## src/rtl/alu_pkg.sv

```systemverilog
// rtl/alu_pkg.sv - shared state and button index constants for the ALU front end
//
// Purpose : state encoding of the operand sequencer and button bit positions,
//           used by the sequencer and by the ALU top level.
// Ports   : none (package)

package alu_pkg;

   // Sequencer states, as seen on o_state
   localparam logic [1:0] WAIT_A  = 2'd0;
   localparam logic [1:0] WAIT_B  = 2'd1;
   localparam logic [1:0] WAIT_OP = 2'd2;
   localparam logic [1:0] DONE    = 2'd3;

   // Bit positions within the button bus
   localparam int BTN_A  = 2;
   localparam int BTN_B  = 1;
   localparam int BTN_OP = 0;

endpackage

```

## src/rtl/alu_operand_sequencer_btn_debounce.sv

```systemverilog
// rtl/alu_operand_sequencer_btn_debounce.sv - button synchroniser, debouncer and press detector
//
// Purpose : brings one raw asynchronous button into the clock domain, accepts a
//           new level only after it has been stable long enough, and emits a
//           one-cycle pulse on each accepted press.
// Ports   : clock   in  system clock
//           reset   in  asynchronous active-high reset
//           i_raw   in  raw button level
//           o_level out debounced level
//           o_press out one-cycle pulse on debounced 0->1

module btn_debounce #(
   parameter int DEB_CYCLES = 4
) (
   input  logic clock,
   input  logic reset,
   input  logic i_raw,
   output logic o_level,
   output logic o_press
);

   localparam int CNT_W = $clog2(DEB_CYCLES + 1);
   localparam logic [CNT_W-1:0] CNT_MAX = CNT_W'(DEB_CYCLES);

   logic             sync1_q, sync2_q;
   logic             level_q, level_d;
   logic             prev_q;
   logic [CNT_W-1:0] cnt_q, cnt_d;

   // The counter saturates at DEB_CYCLES; the level is only taken on the
   // following cycle if the input still disagrees. A pulse that is exactly
   // DEB_CYCLES cycles wide at the synchroniser output is therefore rejected.
   always_comb begin
      level_d = level_q;
      cnt_d   = '0;
      if (sync2_q != level_q) begin
         if (cnt_q == CNT_MAX) begin
            level_d = sync2_q;
         end else begin
            cnt_d = cnt_q + 1'b1;
         end
      end
   end

   always_ff @(posedge clock or posedge reset) begin
      if (reset) begin
         sync1_q <= 1'b0;
         sync2_q <= 1'b0;
         level_q <= 1'b0;
         prev_q  <= 1'b0;
         cnt_q   <= '0;
      end else begin
         sync1_q <= i_raw;
         sync2_q <= sync1_q;
         level_q <= level_d;
         prev_q  <= level_q;
         cnt_q   <= cnt_d;
      end
   end

   assign o_level = level_q;
   assign o_press = level_q & ~prev_q;

endmodule

```

## src/rtl/alu_operand_sequencer.sv

```systemverilog
// rtl/alu_operand_sequencer.sv - button-driven A/B/OP operand loader for the ALU
//
// Purpose : debounces three load buttons and sequences the loads A -> B -> OP,
//           flagging a complete operand set and out-of-order presses.
// Ports   : clock     in  system clock
//           reset     in  asynchronous active-high reset
//           i_SWs     in  switch value captured on a load
//           i_buttons in  raw buttons [2]=A [1]=B [0]=OP
//           o_A/o_B/o_OP out operand and opcode registers
//           o_valid   out high while in DONE
//           o_state   out sequencer state
//           o_err     out one-cycle pulse on out-of-order or multi-button press

module alu_operand_sequencer
   import alu_pkg::*;
#(
   parameter int N_SW       = 6,
   parameter int N_B        = 3,
   parameter int DEB_CYCLES = 4
) (
   input  logic            clock,
   input  logic            reset,
   input  logic [N_SW-1:0] i_SWs,
   input  logic [N_B-1:0]  i_buttons,
   output logic [N_SW-1:0] o_A,
   output logic [N_SW-1:0] o_B,
   output logic [N_SW-1:0] o_OP,
   output logic            o_valid,
   output logic [1:0]      o_state,
   output logic            o_err
);

   logic [N_B-1:0]  btn_press;
   logic [N_B-1:0]  btn_level_unused;

   logic [1:0]      state_q, state_d;
   logic [N_SW-1:0] a_q, a_d, b_q, b_d, op_q, op_d;
   logic            valid_q, valid_d;
   logic            err_q, err_d;
   logic            multi;
   logic            p_a, p_b, p_op;

   for (genvar g = 0; g < N_B; g++) begin : g_btn
      btn_debounce #(.DEB_CYCLES(DEB_CYCLES)) u_btn (
         .clock   (clock),
         .reset   (reset),
         .i_raw   (i_buttons[g]),
         .o_level (btn_level_unused[g]),
         .o_press (btn_press[g])
      );
   end

   // More than one bit set: clearing the lowest set bit leaves something
   assign multi = |(btn_press & (btn_press - 1'b1));
   assign p_a   = btn_press[BTN_A];
   assign p_b   = btn_press[BTN_B];
   assign p_op  = btn_press[BTN_OP];

   always_comb begin
      state_d = state_q;
      a_d     = a_q;
      b_d     = b_q;
      op_d    = op_q;
      err_d   = 1'b0;
      if (multi) begin
         err_d = 1'b1;
      end else begin
         case (state_q)
            WAIT_A: begin
               if (p_a) begin
                  a_d     = i_SWs;
                  state_d = WAIT_B;
               end else if (p_b || p_op) begin
                  err_d = 1'b1;
               end
            end
            WAIT_B: begin
               if (p_b) begin
                  b_d     = i_SWs;
                  state_d = WAIT_OP;
               end else if (p_a) begin
                  a_d = i_SWs;
               end else if (p_op) begin
                  err_d = 1'b1;
               end
            end
            WAIT_OP: begin
               if (p_op) begin
                  op_d    = i_SWs;
                  state_d = DONE;
               end else if (p_a) begin
                  a_d     = i_SWs;
                  state_d = WAIT_B;
               end else if (p_b) begin
                  b_d = i_SWs;
               end
            end
            default: begin
               // DONE: A restarts the sequence, B and OP are live edits
               if (p_a) begin
                  a_d     = i_SWs;
                  state_d = WAIT_B;
               end else if (p_b) begin
                  b_d = i_SWs;
               end else if (p_op) begin
                  op_d = i_SWs;
               end
            end
         endcase
      end
      valid_d = (state_d == DONE);
   end

   always_ff @(posedge clock or posedge reset) begin
      if (reset) begin
         state_q <= WAIT_A;
         a_q     <= '0;
         b_q     <= '0;
         op_q    <= '0;
         valid_q <= 1'b0;
         err_q   <= 1'b0;
      end else begin
         state_q <= state_d;
         a_q     <= a_d;
         b_q     <= b_d;
         op_q    <= op_d;
         valid_q <= valid_d;
         err_q   <= err_d;
      end
   end

   assign o_A     = a_q;
   assign o_B     = b_q;
   assign o_OP    = op_q;
   assign o_valid = valid_q;
   assign o_state = state_q;
   assign o_err   = err_q;

endmodule

```

## config.mk

```make
export PLATFORM = sky130hd
export DESIGN_NAME = alu_operand_sequencer
export DESIGN_NICKNAME = d
export VERILOG_FILES = /design/src/rtl/alu_pkg.sv /design/src/rtl/alu_operand_sequencer_btn_debounce.sv /design/src/rtl/alu_operand_sequencer.sv
export SDC_FILE = /design/constraint.sdc
export NUM_CORES = 1
export LEC_CHECK = 0
export CAP_MARGIN = 5
export CORE_UTILIZATION = 24
export DETAILED_ROUTE_END_ITERATION = 8
export PLACE_DENSITY = 0.42
export SLEW_MARGIN = 20
export SYNTH_ARGS = -nofsm -noshare
export SYNTH_HDL_FRONTEND = slang
export SYNTH_HIERARCHICAL = 1
export SYNTH_SLANG_ARGS = --single-unit
```

## constraint.sdc

```tcl
create_clock -name clock -period 4.4 [get_ports clock]
set_input_delay 0.66 -clock clock [delete_from_list [all_inputs] [get_ports clock]]
set_output_delay 0.66 -clock clock [all_outputs]
set_load 0.01 [all_outputs]
```

==> implementation parameters, run 1 <==
Parameter                              Value

Setup path
  Worst-case reg-to-reg path depth ... 3
  R2r startpoint ... g_btn[1].u_btn/o_level
  Chain of cells forming the critical path ... nor2b_1 -> o211ai_2 -> mux2_2
  Bufs and invs on worst path ... 0
  Critical Path Max Stage Delay ... 0.81 ns
  CP delay by family, top ... simple AND/OR/NAND/NOR gates
  Worst setup slack for register-to-register paths ... 2.33 ns
  Worst Path Class, Setup ... reg -> reg
  Crit-path slowest cell ... sky130_fd_sc_hd__nor2b_1
  Endpoint kind of the worst setup timing path ... flip-flop
  CP Max Fanout ... 11
  Nature of the critical path startpoint ... flip-flop
  Data arrival, critical path ... 2.25 ns
  Worst endpoint required time ... 4.58 ns
  Critical register-to-register path endpoint ... o_B[4]

Synthesis
  Count of unique library cells instantiated by Yosys ... 28
  Number of enable-type register cells in the synthesized netlist ... 0
  Synthesized flop and latch total ... 43
  Share of cell area taken by muxes after synthesis ... 0.143
  Count of mapped cells out of synthesis ... 138
  Syn nets ... 158
  Ys async rst share ... 1.00
  Post-synth top area share ... 0.570
  Most instantiated cells after synthesis ... sky130_fd_sc_hd__dfrtp_1 (43), sky130_fd_sc_hd__mux2_2 (15), sky130_fd_sc_hd__inv_1 (13)
  Summed instance area of the synthesized netlist ... 1890 um^2
  Count of warnings emitted by yosys ... 6
  Area fraction in compound gates after synthesis ... 0.0643
  Most instantiated flip-flop cell in the synthesis netlist ... sky130_fd_sc_hd__dfrtp_1
  Synth Area in Simple Gates ... 0.107
  Post-synthesis average cell area ... 13.7 um^2
  Largest family of logic cells by synthesized area ... multiplexers
  Share of synthesized cell area in full adder, half adder and majority cells ... 0.0597
  Cell taking the most area after synthesis ... sky130_fd_sc_hd__dfrtp_1
  Sequential-to-total area share from yosys stat ... 0.570
  Leading cell type by number of instances after synthesis ... sky130_fd_sc_hd__dfrtp_1
  Xor/xnor cell area share of the yosys netlist ... 0.0139
  Cell types occupying the most area after synthesis ... sky130_fd_sc_hd__dfrtp_1 (57%), sky130_fd_sc_hd__mux2_2 (9.0%), sky130_fd_sc_hd__ha_1 (6.0%)

Clock tree
  Max H-tree Level ... 2
  Clock network latency to the later pin of the worst-skew pair ... 0.29 ns
  Clock tree from TritonCTS ... done
  CTS Sinks ... 43
  Master cell of the clock root buffer ... sky130_fd_sc_hd__clkbuf_8
  Number of hold buffers added after CTS ... 0
  CTS Buf Count ... 5
  Worst-path clk slew ... 0.07 ns
  Post-cts sizing count ... 0
  Deepest clock path buffer count ... 2
  Setup Fix Bufs, Post-CTS ... 0

Cells and area
  Share of layout cells above drive strength 1 ... 0.206
  Number of diodes added for antenna fixing ... 0
  Area growth syn-to-layout ... 27.3%
  Net count of the finished layout ... 194

Timing
  Final hold slack ... 0.351 ns
  Max-slew headroom ... 0.334
  Tcrit/Tclk final ... 0.471
  Min cycle time layout ... 2.07 ns
  Number of failing hold endpoints at the final stage ... 0
  Transition time at the pin with the least slew margin ... 0.996 ns
  Achievable frequency ... 482 MHz
  Total negative setup slack ... 0 ns
  Count of final max-slew check failures ... 0
  Number of failing setup endpoints in the final timing report ... 0
  Worst-case clock skew ... 0.00329 ns
  Unrepaired setup endpoints after global routing ... false
  Final worst setup slack ... 2.33 ns

Die
  Number of standard-cell rows in the floorplan ... 31
  DIE AREA ... 8220 um^2
  Die width ... 90.7 um
  Std-Cell Core Area ... 7410 um^2
  Io pins ... 33
  Height of the die ... 90.7 um
  Initial cell density of the core ... 0.255

Placed design
  Half-perimeter wire length of the detailed placement result ... 2.68 mm
  Final RePlAce weighted congestion ... 0.770
  Worst Setup Slack post-DPL ... 2.33 ns
  Input/output buffers ... 32

Flow run
  Total of max-cap violations ... 0

Drt
  Number of optimization iterations in the first detailed-route pass ... 4
  Number of violations reported at the end of detailed-routing iteration 0 ... 32
  Via count ... 1136
  Vias per std cell ... 4.15
  Wire length reported by the detailed router ... 3.54 mm
  Routed wire per std cell ... 12.9 um
  Post-route DRC violation count ... 0
  Post-route ant nets ... 0

Run status
  Result of the run ... finished clean

Power
  Proportion of power drawn by flip-flops and latches ... 0.392
  Logic gate share of total power ... 0.447
  Ratio of total power to cell area ... 691 nW/um^2
  Tot Pwr ... 1660 uW
  Switching component of the power ... 549 uW
  LEAKAGE ... 0.00104 uW
  Switching part of the total ... 0.331
  Worst voltage drop across the vdd grid ... 0.000170 V
  Cell-internal power ... 1110 uW
  Share of power burned in the clock network ... 0.161

Global routing
  Antenna violations before repair ... 0
  Via count of the first global-routing pass ... 1310
  Overall overflow remaining after global route ... 0
  GRT Util Overall ... 0.0965
  First-pass GRT wire length ... 6.24 mm
  Pin count of the biggest net entering global routing ... 23

Hold path
  End point of the most critical hold path ... g_btn[0].u_btn/sync2_q
  Worst hold path startpoint ... g_btn[0].u_btn/sync1_q
  Min-delay worst type ... reg -> reg
  Number of stages on the worst hold path ... 0
through the flow:
| step | cells | utilization | area (um^2) |
|---|---|---|---|
| 2_1_floorplan | 138 | - | 1890 |
| 3_3_place_gp | 266 | 0.311 | 2300 |
| 3_5_place_dp | 266 | 0.311 | 2300 |
| 4_1_cts | 274 | 0.324 | 2400 |
| 5_1_grt | 274 | 0.324 | 2400 |
| 6_report | 274 | 0.324 | 2400 |
worst register-to-register path, delay by kind of cell (launching register included):
| kind | cells | cell delay [ns] |
|---|---|---|
| flip-flops | 1 | 0.39 |
| multiplexers | 1 | 0.38 |
| AND/OR/NAND/NOR | 1 | 0.81 |
| AO/OA/AOI/OAI | 1 | 0.40 |
layout make-up:
type,instances,area (um^2)
tap,99,124
clock buffer,8,100
sequential,43,1080
timing repair buffer,32,320
inverter,13,48.8
multi-input combinational,79,732
fill,749,5010
worst max path at each step:
stage | start | end | slack, ns | cells after the start
floorplan | o_state[1] | o_OP[0] | 2.74 | 5
global placement | g_btn[1].u_btn/o_level | o_B[2] | 2.43 | 3
detailed placement | g_btn[1].u_btn/o_level | o_B[1] | 2.33 | 3
CTS | g_btn[1].u_btn/o_level | o_B[4] | 2.30 | 3
global route | g_btn[1].u_btn/o_level | o_B[0] | 2.12 | 3
finish | g_btn[1].u_btn/o_level | o_B[4] | 2.33 | 3
cells in the final DEF (no fill, tap or decap):
cell type                          n
sky130_fd_sc_hd__or3b_1            3
sky130_fd_sc_hd__mux2_4            6
sky130_fd_sc_hd__nand2_4           1
sky130_fd_sc_hd__nor3b_1           3
sky130_fd_sc_hd__clkdlybuf4s50_1  32
sky130_fd_sc_hd__clkbuf_8          7
sky130_fd_sc_hd__a21boi_1          1
sky130_fd_sc_hd__mux2_2           15
sky130_fd_sc_hd__o32ai_2           1
sky130_fd_sc_hd__nand4_1           1
sky130_fd_sc_hd__nor4_4            1
sky130_fd_sc_hd__nand2_1           6
sky130_fd_sc_hd__a21oi_1           3
sky130_fd_sc_hd__o21a_1            1
sky130_fd_sc_hd__a21oi_2           3
sky130_fd_sc_hd__nand2b_1          4
sky130_fd_sc_hd__dfrtp_1          43
sky130_fd_sc_hd__mux2i_1           1
sky130_fd_sc_hd__o211ai_2          1
sky130_fd_sc_hd__xnor2_1           3
sky130_fd_sc_hd__clkbuf_1          1
sky130_fd_sc_hd__nor2b_1           6
sky130_fd_sc_hd__o311ai_0          1
sky130_fd_sc_hd__o21ai_0           4
sky130_fd_sc_hd__inv_1            13
sky130_fd_sc_hd__a211oi_1          1
sky130_fd_sc_hd__nor3b_4           1
sky130_fd_sc_hd__nor2_1            3
sky130_fd_sc_hd__ha_1              9
registers in the layout, indices dropped and copies added (netlist names):
name,count
o_err,1
g_btn.u_btn/sync2_q,3
o_A,6
o_valid,1
o_state,2
g_btn.u_btn/o_level,3
g_btn.u_btn/sync1_q,3
o_B,6
g_btn.u_btn/cnt_q,9
o_OP,6
g_btn.u_btn/prev_q,3
logic make-up after synthesis:
kind of cell | count (synthesis)
AOI/OAI and AO/OA | 16
xor gates and xnor gates | 3
adders and majority gates | 9
buffers and inverters | 16
DFF | 43
muxes | 22
and+or+nand+nor | 29
per-layer routing:
metal / share of wire / track usage
met2: 0.50 / 0.162
met3: 0.060 / 0.0311
met1: 0.43 / 0.113
met4: 0.012 / 0.0390
met5: 0 / 0
power by group through the flow:
stage	Sequential, uW	Clock (uW)	Combinational (uW)
3_3_place_gp	656	0	726
5_1_grt	678	299	809
4_1_cts	655	285	753
2_1_floorplan	687	0	436
3_5_place_dp	663	0	749
6_report	651	267	741
No activity file was read; power rests on OpenSTA's default activity.
==> inputs of run 2 (changes only) <==
==> constraint.sdc (replaced) <==
create_clock -name clock -period 1.95 [get_ports clock]
set_input_delay 0.2925 -clock clock [delete_from_list [all_inputs] [get_ports clock]]
set_output_delay 0.2925 -clock clock [all_outputs]
set_load 0.01 [all_outputs]
==> run 2 against run 1 <==
Against the previous run:
- count of clock-buffer cells in the layout down 2
- critical path type unchanged
- via count increased by 0.26%
- setup slack lost 2.1 ns
- highest routed layer unchanged
- clock skew rose by 0.0045 ns
- largest cell class unchanged
- largest power group unchanged
==> implementation parameters, run 2 (same netlist as run 1, synthesis figures left out) <==
Parameter                              Value

Setup path
  R2r startpoint ... o_state[1]
  Data arrival, critical path ... 1.92 ns (-0.33 ns)
  Worst-case reg-to-reg path depth ... 5 (+2)
  Endpoint kind of the worst setup timing path ... flip-flop
  CP Max Fanout ... 6 (-5)
  Critical register-to-register path endpoint ... o_OP[1]
  Worst setup slack for register-to-register paths ... 0.21 ns (-2.11 ns)
  Worst Path Class, Setup ... reg -> reg
  Nature of the critical path startpoint ... flip-flop
  Worst endpoint required time ... 2.14 ns (-2.44 ns)

Clock tree
  Number of hold buffers added after CTS ... 0 (unchanged)
  Setup Fix Bufs, Post-CTS ... 0 (unchanged)
  Clock network latency to the later pin of the worst-skew pair ... 0.29 ns (about the same)
  Post-cts sizing count ... 0 (unchanged)
  Master cell of the clock root buffer ... sky130_fd_sc_hd__clkbuf_8
  CTS Buf Count ... 5 (unchanged)
  CTS Sinks ... 43 (unchanged)
  Deepest clock path buffer count ... 2 (unchanged)
  Worst-path clk slew ... 0.08 ns (about the same)
  Max H-tree Level ... 2 (unchanged)
  Clock tree from TritonCTS ... done

Drt
  Routed wire per std cell ... 12.1 um (-6.4%)
  Post-route DRC violation count ... 0 (unchanged)
  Number of violations reported at the end of detailed-routing iteration 0 ... 33 (+3.1%)
  Via count ... 1139 (+0.26%)
  Vias per std cell ... 4.08 (-1.5%)
  Number of optimization iterations in the first detailed-route pass ... 4 (unchanged)
  Post-route ant nets ... 0 (unchanged)
  Wire length reported by the detailed router ... 3.37 mm (-4.7%)

Run status
  Result of the run ... finished clean

Hold path
  End point of the most critical hold path ... g_btn[2].u_btn/sync2_q
  Min-delay worst type ... reg -> reg
  Number of stages on the worst hold path ... 0 (unchanged)
  Worst hold path startpoint ... g_btn[2].u_btn/sync1_q

Global routing
  Overall overflow remaining after global route ... 0 (unchanged)
  First-pass GRT wire length ... 5.79 mm (-7.3%)
  GRT Util Overall ... 0.0916 (-0.00490)
  Antenna violations before repair ... 0 (unchanged)
  Pin count of the biggest net entering global routing ... 23 (unchanged)
  Via count of the first global-routing pass ... 1248 (-4.7%)

Die
  Initial cell density of the core ... 0.255 (unchanged)
  DIE AREA ... 8220 um^2 (unchanged)
  Std-Cell Core Area ... 7410 um^2 (unchanged)
  Die width ... 90.7 um (unchanged)
  Number of standard-cell rows in the floorplan ... 31 (unchanged)
  Io pins ... 33 (unchanged)
  Height of the die ... 90.7 um (unchanged)

Power
  Ratio of total power to cell area ... 1580 nW/um^2 (+130%)
  LEAKAGE ... 0.00108 uW (+3.4%)
  Tot Pwr ... 3890 uW (+130%)
  Worst voltage drop across the vdd grid ... 0.000430 V (+150%)

Cells and area
  Share of layout cells above drive strength 1 ... 0.233 (+0.0276)
  Most flop-heavy register ... g_btn.u_btn/cnt_q
  Area growth syn-to-layout ... 30.2%
  Commonest non-fill, non-tap cell in the layout ... sky130_fd_sc_hd__dfrtp_1
  Most frequent cells in the layout ... sky130_fd_sc_hd__dfrtp_1 (43), sky130_fd_sc_hd__clkdlybuf4s50_1 (32), sky130_fd_sc_hd__mux2_2 (15), sky130_fd_sc_hd__inv_1 (13), sky130_fd_sc_hd__ha_1 (9)
  Flip-flop count of the largest register after layout ... 9 (unchanged)
  Number of diodes added for antenna fixing ... 0 (unchanged)
  Area of all placed cells without fillers ... 2460 um^2 (+2.3%)
  Net count of the finished layout ... 199 (+2.6%)

Timing
  Final worst setup slack ... 0.212 ns (-2.11 ns)
  Achievable frequency ... 575 MHz (+19%)
  Min cycle time layout ... 1.74 ns (-0.336 ns)
  Number of failing setup endpoints in the final timing report ... 0 (unchanged)
  Worst-case clock skew ... 0.00780 ns (+0.00452 ns)
  Number of failing hold endpoints at the final stage ... 0 (unchanged)
  Unrepaired setup endpoints after global routing ... false
  Tcrit/Tclk final ... 0.891 (+0.420)
  Final hold slack ... 0.355 ns (+0.00355 ns)
  Transition time at the pin with the least slew margin ... 0.422 ns (-0.574 ns)
  Max-slew headroom ... 0.715 (+0.381)
  Total negative setup slack ... 0 ns (unchanged)
  Count of final max-slew check failures ... 0 (unchanged)

Placed design
  Worst Setup Slack post-DPL ... 0.217 ns (-2.11 ns)
  Input/output buffers ... 32 (unchanged)
  Final RePlAce weighted congestion ... 0.739 (-4.1%)
  Half-perimeter wire length of the detailed placement result ... 2.53 mm (-5.6%)
  Total placed instance area ... 2340 um^2 (+1.6%)

Flow run
  Total of max-cap violations ... 0 (unchanged)
run 2: cell types whose count changed in the layout (fill, tap and decap cells not counted):
| cell | before | now |
|---|---|---|
| sky130_fd_sc_hd__clkbuf_8 | 7 | 6 |
| sky130_fd_sc_hd__clkbuf_1 | 1 | 0 |
| sky130_fd_sc_hd__bufinv_16 | 0 | 1 |
| sky130_fd_sc_hd__clkinv_2 | 0 | 1 |
| sky130_fd_sc_hd__buf_4 | 0 | 5 |
run 2: cell type report:
| cell class | count | area (um^2) |
|---|---|---|
| Clock buffer | 6 | 82.6 |
| Clock inverter | 2 | 35.0 |
| Fill cell | 737 | 4950 |
| Inverter | 13 | 48.8 |
| Multi-Input combinational cell | 79 | 732 |
| Sequential cell | 43 | 1080 |
| Tap cell | 99 | 124 |
| Timing Repair Buffer | 37 | 358 |
run 2: worst max path at each step:
stage | startpoint | to | slack (ns) | depth (start not counted)
detailed placement | o_state[1] | o_OP[1] | 0.22 | 5
global route | o_state[1] | o_OP[5] | 0.13 | 5
floorplan | o_state[1] | o_OP[0] | 0.29 | 5
global placement | o_state[1] | o_OP[2] | 0.29 | 5
CTS | o_state[1] | o_OP[5] | 0.20 | 5
finish | o_state[1] | o_OP[1] | 0.21 | 5
run 2: power by group:
part	leakage (uW)	total, uW	switching [uW]	internal [uW]
registers	0.000527	1460	215	1250
clock network	0.0000612	709	295	414
logic	0.000487	1720	739	981
total	0.00108	3890	1250	2640
run 2: worst max-delay path, stage by stage (launching register included):
cell and delay [ns]:
sky130_fd_sc_hd__dfrtp_1 0.44, sky130_fd_sc_hd__inv_1 0.11, sky130_fd_sc_hd__ha_1 0.25, sky130_fd_sc_hd__nor4_4 0.35, sky130_fd_sc_hd__nand2_4 0.15, sky130_fd_sc_hd__mux2_4 0.32
run 2: layer usage:
layer	vias to the layer above	track usage	share of wire	routed length [um]
met5	-	0	0	0
li1	546	-	-	-
met2	33	0.152	0.47	1580
met3	4	0.0370	0.055	185
met1	556	0.107	0.46	1560
met4	0	0.0323	0.013	43
run 2: metrics by stage:
step                instances   util
floorplan                 138      -
global placement          271  0.316
detailed placement        271  0.316
CTS                       279  0.332
global route              279  0.332
finish                    279  0.332
==> inputs of run 3 (changes only) <==
--- a/config.mk
+++ b/config.mk
@@ -8,6 +8,7 @@
 export CAP_MARGIN = 5
 export CORE_UTILIZATION = 24
 export DETAILED_ROUTE_END_ITERATION = 8
+export GPL_TIMING_DRIVEN = 1
 export PLACE_DENSITY = 0.42
 export SLEW_MARGIN = 20
 export SYNTH_ARGS = -nofsm -noshare
==> results of run 3 <==
The final DEF is identical to that of run 2; final timing and power are the same.
